--- src/rtl/ddr3_port_arbiter.sv ---
`default_nettype none
// ============================================================================
// Module   : ddr3_port_arbiter
// Purpose  : Round-robin sharing of the DDR3 controller command port between
//            NUM_REQ requesters, with in-order read-return routing.
// Revision : 1.0 - initial release
// ============================================================================
module ddr3_port_arbiter #(
    parameter int NUM_REQ = 4,
    parameter int ADDR_W  = 27,
    parameter int DATA_W  = 64,
    parameter int MAX_OUT = 4
) (
    input  logic                          i_cpu_ck,
    input  logic                          i_cpu_rst,
    input  logic [NUM_REQ-1:0]            i_req_valid,
    input  logic [NUM_REQ-1:0]            i_req_we,
    input  logic [NUM_REQ*ADDR_W-1:0]     i_req_addr,
    input  logic [NUM_REQ*DATA_W-1:0]     i_req_wdata,
    output logic [NUM_REQ-1:0]            o_req_ready,
    output logic [NUM_REQ-1:0]            o_rd_valid,
    output logic [DATA_W-1:0]             o_rd_data,
    output logic                          o_ctrl_valid,
    output logic                          o_ctrl_we,
    output logic [ADDR_W-1:0]             o_ctrl_addr,
    output logic [DATA_W-1:0]             o_ctrl_wdata,
    input  logic                          i_ctrl_ready,
    input  logic                          i_ctrl_rd_valid,
    input  logic [DATA_W-1:0]             i_ctrl_rd_data,
    output logic [$clog2(MAX_OUT):0]      o_outstanding,
    output logic                          o_err
);

    localparam int ID_W  = (NUM_REQ > 1) ? $clog2(NUM_REQ) : 1;
    localparam int IW1   = ID_W + 1;
    localparam int FP_W  = (MAX_OUT > 1) ? $clog2(MAX_OUT) : 1;
    localparam int CNT_W = $clog2(MAX_OUT) + 1;

    localparam logic [0:0] ST_ARB   = 1'b0;
    localparam logic [0:0] ST_ISSUE = 1'b1;

    logic [0:0]          r_state;
    logic [ID_W-1:0]     r_rr_ptr;
    logic [ID_W-1:0]     r_win_id;
    logic                r_ctrl_valid;
    logic                r_ctrl_we;
    logic [ADDR_W-1:0]   r_ctrl_addr;
    logic [DATA_W-1:0]   r_ctrl_wdata;
    logic [NUM_REQ-1:0]  r_req_ready;
    logic [NUM_REQ-1:0]  r_rd_valid;
    logic [DATA_W-1:0]   r_rd_data;
    logic                r_err;
    logic [CNT_W-1:0]    r_count;
    logic [FP_W-1:0]     r_wptr;
    logic [FP_W-1:0]     r_rptr;
    logic [ID_W-1:0]     r_fifo [MAX_OUT];

    logic [NUM_REQ-1:0]  w_elig;
    logic                w_rd_room;
    logic                w_found;
    logic [ID_W-1:0]     w_win;
    logic [IW1-1:0]      w_idx;
    logic [ID_W-1:0]     w_rr_next;
    logic                w_accept;
    logic                w_push;
    logic                w_pop;
    logic                w_spurious;
    logic [ADDR_W-1:0]   w_addr_arr  [NUM_REQ];
    logic [DATA_W-1:0]   w_wdata_arr [NUM_REQ];

    generate
        for (genvar k = 0; k < NUM_REQ; k++) begin : g_unpack
            assign w_addr_arr[k]  = i_req_addr[k*ADDR_W +: ADDR_W];
            assign w_wdata_arr[k] = i_req_wdata[k*DATA_W +: DATA_W];
            assign w_elig[k]      = i_req_valid[k] & (i_req_we[k] | w_rd_room);
        end
    endgenerate

    assign w_rd_room = (r_count < CNT_W'(MAX_OUT));

    // Search upward from the round-robin pointer, wrapping modulo NUM_REQ.
    always_comb begin
        w_found = 1'b0;
        w_win   = '0;
        w_idx   = '0;
        for (int i = 0; i < NUM_REQ; i++) begin
            w_idx = {1'b0, r_rr_ptr} + IW1'(i);
            if (w_idx >= IW1'(NUM_REQ)) begin
                w_idx = w_idx - IW1'(NUM_REQ);
            end
            if (!w_found && w_elig[w_idx[ID_W-1:0]]) begin
                w_found = 1'b1;
                w_win   = w_idx[ID_W-1:0];
            end
        end
    end

    assign w_rr_next  = (r_win_id == ID_W'(NUM_REQ - 1)) ? '0 : r_win_id + 1'b1;
    assign w_accept   = (r_state == ST_ISSUE) && i_ctrl_ready;
    assign w_push     = w_accept && !r_ctrl_we;
    assign w_pop      = i_ctrl_rd_valid && (r_count != '0);
    assign w_spurious = i_ctrl_rd_valid && (r_count == '0);

    always_ff @(posedge i_cpu_ck) begin
        if (i_cpu_rst) begin
            r_state      <= ST_ARB;
            r_rr_ptr     <= '0;
            r_win_id     <= '0;
            r_ctrl_valid <= 1'b0;
            r_ctrl_we    <= 1'b0;
            r_ctrl_addr  <= '0;
            r_ctrl_wdata <= '0;
            r_req_ready  <= '0;
        end else begin
            case (r_state)
                ST_ARB: begin
                    if (w_found) begin
                        r_win_id     <= w_win;
                        r_ctrl_valid <= 1'b1;
                        r_ctrl_we    <= i_req_we[w_win];
                        r_ctrl_addr  <= w_addr_arr[w_win];
                        r_ctrl_wdata <= w_wdata_arr[w_win];
                        r_req_ready  <= NUM_REQ'(1) << w_win;
                        r_state      <= ST_ISSUE;
                    end else begin
                        r_req_ready  <= '0;
                    end
                end
                ST_ISSUE: begin
                    r_req_ready <= '0;
                    if (i_ctrl_ready) begin
                        r_ctrl_valid <= 1'b0;
                        r_rr_ptr     <= w_rr_next;
                        r_state      <= ST_ARB;
                    end
                end
                default: begin
                    r_req_ready <= '0;
                    r_state     <= ST_ARB;
                end
            endcase
        end
    end

    // ID FIFO: a push and pop on the same edge leave the count unchanged.
    always_ff @(posedge i_cpu_ck) begin
        if (i_cpu_rst) begin
            r_count <= '0;
            r_wptr  <= '0;
            r_rptr  <= '0;
        end else begin
            if (w_push) begin
                r_wptr <= r_wptr + 1'b1;
            end
            if (w_pop) begin
                r_rptr <= r_rptr + 1'b1;
            end
            case ({w_push, w_pop})
                2'b10:   r_count <= r_count + 1'b1;
                2'b01:   r_count <= r_count - 1'b1;
                default: r_count <= r_count;
            endcase
        end
    end

    always_ff @(posedge i_cpu_ck) begin
        if (w_push) begin
            r_fifo[r_wptr] <= r_win_id;
        end
    end

    always_ff @(posedge i_cpu_ck) begin
        if (i_cpu_rst) begin
            r_rd_valid <= '0;
            r_rd_data  <= '0;
            r_err      <= 1'b0;
        end else begin
            if (w_pop) begin
                r_rd_valid <= NUM_REQ'(1) << r_fifo[r_rptr];
                r_rd_data  <= i_ctrl_rd_data;
            end else begin
                r_rd_valid <= '0;
            end
            if (w_spurious) begin
                r_err <= 1'b1;
            end
        end
    end

    a_count_le_max: assert property (@(posedge i_cpu_ck) disable iff (i_cpu_rst)
        r_count <= CNT_W'(MAX_OUT));

    assign o_req_ready   = r_req_ready;
    assign o_rd_valid    = r_rd_valid;
    assign o_rd_data     = r_rd_data;
    assign o_ctrl_valid  = r_ctrl_valid;
    assign o_ctrl_we     = r_ctrl_we;
    assign o_ctrl_addr   = r_ctrl_addr;
    assign o_ctrl_wdata  = r_ctrl_wdata;
    assign o_outstanding = r_count;
    assign o_err         = r_err;

endmodule
`default_nettype wire

--- config.mk ---
export PLATFORM = sky130hd
export DESIGN_NAME = ddr3_port_arbiter
export DESIGN_NICKNAME = d
export VERILOG_FILES = /design/src/rtl/ddr3_port_arbiter.sv
export SDC_FILE = /design/constraint.sdc
export NUM_CORES = 1
export LEC_CHECK = 0
export BUFFER_PORTS_ARGS = -buffer_cell sky130_fd_sc_hd__clkbuf_2
export CORE_AREA = 2 2 239 241
export CTS_CLUSTER_SIZE = 14
export DETAILED_ROUTE_END_ITERATION = 6
export DIE_AREA = 0 0 241 243
export PLACE_DENSITY = 0.45
export REMOVE_ABC_BUFFERS = 1
export SYNTH_ARGS = -nofsm -noshare
export SYNTH_HDL_FRONTEND = slang
export SYNTH_SLANG_ARGS = --single-unit
--- constraint.sdc ---
create_clock -name i_cpu_ck -period 3.4 [get_ports i_cpu_ck]
set_input_delay 0.51 -clock i_cpu_ck [delete_from_list [all_inputs] [get_ports i_cpu_ck]]
set_output_delay 0.51 -clock i_cpu_ck [all_outputs]
set_load 0.05 [all_outputs]
==> results by group <==
Cells and area
  • Commonest cells after routing, fill and taps aside: 607 x clkbuf_2, 186 x and3_1, 180 x dfxtp_1, 135 x nand2_1, 109 x nor2_1
  • Post-Layout Cell Count: 2579
  • Footprint of the multi-input gates: 5680 sq um
  • Most common cell after layout, fill and taps aside: clkbuf_2
  • Nets: 2255
  • Register area: 3844 sq um
  • FILL cells: 6254
  • Final Instance Area: 14660 sq um
  • Synth-to-layout area growth: 46.41%
  • Layout cells sized above 1: 38.77%

Floorplanning
  • Core Area: 55950 sq um
  • Initial Utilization: 17.90%
  • Die Ht: 243 um
  • Die width: 241 um
  • Std-Cell Rows: 87
  • Ports: 609
  • Die area: 58560 sq um

Clock tree
  • Clock tree buffer depth: 2
  • Clock Tree Root: clkbuf_16
  • CTS buffer count: 17
  • CTS tree: yes
  • Post-CTS Resized: 0
  • Clk sinks: 188
  • Clk slew on worst S/H paths: 80 ps
  • H-tree lvl count: 4
  • Worst-skew pair later-pin latency: 500 ps

Global route
  • GRT overflow: 0
  • Total Routing Usage GR: 16.22%
  • Largest net degree at the start of global routing: 98
  • Vias in the first global route: 11698
  • First-pass GRT wire length: 71.25 mm
  • Initial antenna violation count: 5

STA
  • Tcrit/Tclk final: 91.76%
  • RSZ-0062 raised after global routing: no
  • Relative slew slack: 38.31%
  • Worst-margin pin slew: 925.3 ps
  • Final Hold Fails: 0
  • Final WS setup: 280.1 ps
  • Clk_skew: 15.40 ps
  • Finish-stage setup viols: 0
  • Achievable frequency: 320.5 MHz
  • Final Max Slew Viols: 0
  • Final min period: 3120 ps

Logic synthesis
  • Post-synth cell types: 47
  • Total number of yosys warnings: 0
  • Yosys reg bits: 188
  • Post-Syn Area per Cell: 7.922 sq um
  • Syn Inst Count: 1264
  • Seq/Total Area, Yosys: 38.39%
  • Synth Cell Area: 10010 sq um

Placement
  • Dpl cell area: 14040 sq um
  • Post-DP HPWL: 37.57 mm
  • Placed cells: 2543
  • GPL Wtd Cong: 0.8438
  • Setup WS pre-CTS: 45.96 ps
  • IO Port Bufs: 608

Routing
  • Post-route ant nets: 0
  • Avg Vias per Cell: 4.539
  • Pre-antenna DRT Iters: 4
  • Initial drt markers: 444
  • DRC errors left: 0
  • Drt wl/cell: 19.11 um
  • Via Count: 11707
  • WL final: 49.29 mm

Worst setup path
  • Worst EP required: 3750 ps
  • Crit-path max cell delay: 600 ps
  • Critical path class: reg -> reg
  • Crit path max-delay family: compound AO/OA/AOI/OAI gates
  • Reg-to-reg startpoint: r_rr_ptr[0]$_SDFFE_PP0N_
  • Slowest cell on crit path: a211oi_1
  • Worst path arrival time: 3470 ps
  • WP buf/inv: 2
  • CP Cell Sequence: mux2_2 -> o21ai_1 -> o211a_1 -> a31oi_4 -> buf_4 -> buf_4 -> and3_1 -> a211oi_1 -> nor3_1
  • Critical Path Fanout Max: 15
  • Setup crit start: r_rr_ptr[0]$_SDFFE_PP0N_
  • Most frequent CP cell: buf_4
  • Kind of end point of the critical path: flop
  • Worst setup SP type: flop

Outcome
  • Status: finished, final reports clean

Flow run
  • Maxcap violations: 0

Hold path
  • Hold_sp: i_ctrl_rd_data[57]
  • Hold WC Path Type: in -> reg

Power
  • Power Density: 630.2 nW/um^2
  • Worst vdd ir: 0.3899 mV
  • Leak pwr: 6.878 nW
[layout make-up]
cell class / count / share of cell area, %
clock buffer: 18 / 2.927
sequential: 188 / 26.22
multi-input combinational: 936 / 38.75
timing repair buffer: 653 / 24.17
inverter: 12 / 0.3072
clock inverter: 14 / 1.144
tap: 756 / 6.452
antenna: 2 / 0.03414
[per-stage QoR]
| stage | power (mW) | util [%] | TNS, ps | hold WS, ps |
|---|---|---|---|---|
| 2_1_floorplan | 5.561 | - | -672170 | 463.1 |
| 3_3_place_gp | 7.172 | 25.10 | 0 | 440.6 |
| 3_5_place_dp | 7.212 | 25.10 | 0 | 446.5 |
| 4_1_cts | 9.396 | 26.17 | 0 | 184.4 |
| 5_1_grt | 9.792 | 26.20 | 0 | 192.7 |
| 6_report | 9.238 | 26.20 | 0 | 240.3 |
[per-layer routing]
layer	vias to the layer above	share of wire, %	global-route usage [%]
met5	-	0.087	0
met4	6	2.7	6.155
met3	50	7.8	5.084
met2	459	49	27.92
met1	5491	40	18.58
li1	5701	-	-
[power by group]
part | total, mW | internal (mW) | switching, mW
clock network | 2.12 | 1.05 | 1.07
registers | 2.83 | 2.61 | 0.219
logic | 4.29 | 1.23 | 3.07
total | 9.24 | 4.89 | 4.35
[tightest hold or removal path, delay by kind of cell]
kind / cells / cell delay [ps]
and+or+nand+nor: 1 / 40
AOI/OAI and AO/OA: 1 / 50
buffers and inverters: 1 / 80
[cell usage after synthesis, drive strengths merged]
cell     number  area [sq um]
o2111ai       1         8.760
clkbuf      108         405.4
xor2          3         26.28
and4b         1         10.01
nor4          4         25.02
o211a         1         10.01
inv          12         45.04
nor3         95         475.5
dfxtp       180          3603
a21o          1         7.510
a2111oi      93         870.8
o21ai         2         10.00
and2         97         606.8
nand2       137         516.8
buf          20         100.1
edfxtp        8         240.2
fa            1         20.02
a31o          1         8.760
mux2i         5         50.05
a221oi        2         41.29
nand3         3         15.01
o211ai        1         7.510
nand2b        1         6.260
a211oi       94         705.7
a22oi         1         7.510
a21oi        74         370.4
and3        186          1164
a221o         2         20.02
nor2        111         416.7
o21a          1         7.510
a31oi         1         6.260
or3           1         6.260
nor4b         2         17.52
mux4          2         45.04
mux2          2         22.52
xnor2         2         17.52
o22ai         1         12.51
a41oi         1         8.760
ha            6         75.07
[path summary, 6_finish.rpt]
check | end | slack, ps | cells after the start
setup / recovery | o_ctrl_addr[14]$_SDFFE_PP0P_ | 280 | 9
hold / removal | o_rd_data[57]$_SDFFE_PP0P_ | 240 | 3
setup reg to reg | o_ctrl_addr[14]$_SDFFE_PP0P_ | 280 | 9
hold reg to reg | o_rd_data[29]$_SDFFE_PP0P_ | 450 | 2
[sequential cells by signal, summed over array words and instances (netlist names), named ones only]
name	count
o_rd_valid	4
o_err	1
r_rptr	2
o_ctrl_wdata	64
r_rr_ptr	2
o_ctrl_valid	1
o_ctrl_addr	27
r_fifo	8
o_outstanding	3
o_req_ready	4
o_rd_data	64
o_ctrl_we	1
r_win_id	2
r_state	1
r_wptr	2
[cell families (layout without fill, tap and decap cells)]
logic type                 Yosys count  in the layout  share of synthesized area, %
AOI/OAI and AO/OA                  277            277                         21.00
xor gates and xnor gates             5              5                        0.4374
adders and majority gates            7              7                        0.9496
buffers and inverters              140            697                         5.498
DFF                                188            188                         38.39
muxes                                9              9                         1.175
other                                0              2                             0
and+or+nand+nor                    638            638                         32.55
[timing repair]
| item | CTS | global route |
|---|---|---|
| buffers inserted | 0 | 2 |
| endpoints found under the setup margin | 0 | 81 |
| hold buffers | 0 | 0 |
Note: power is estimated with default switching activity, not from simulation.
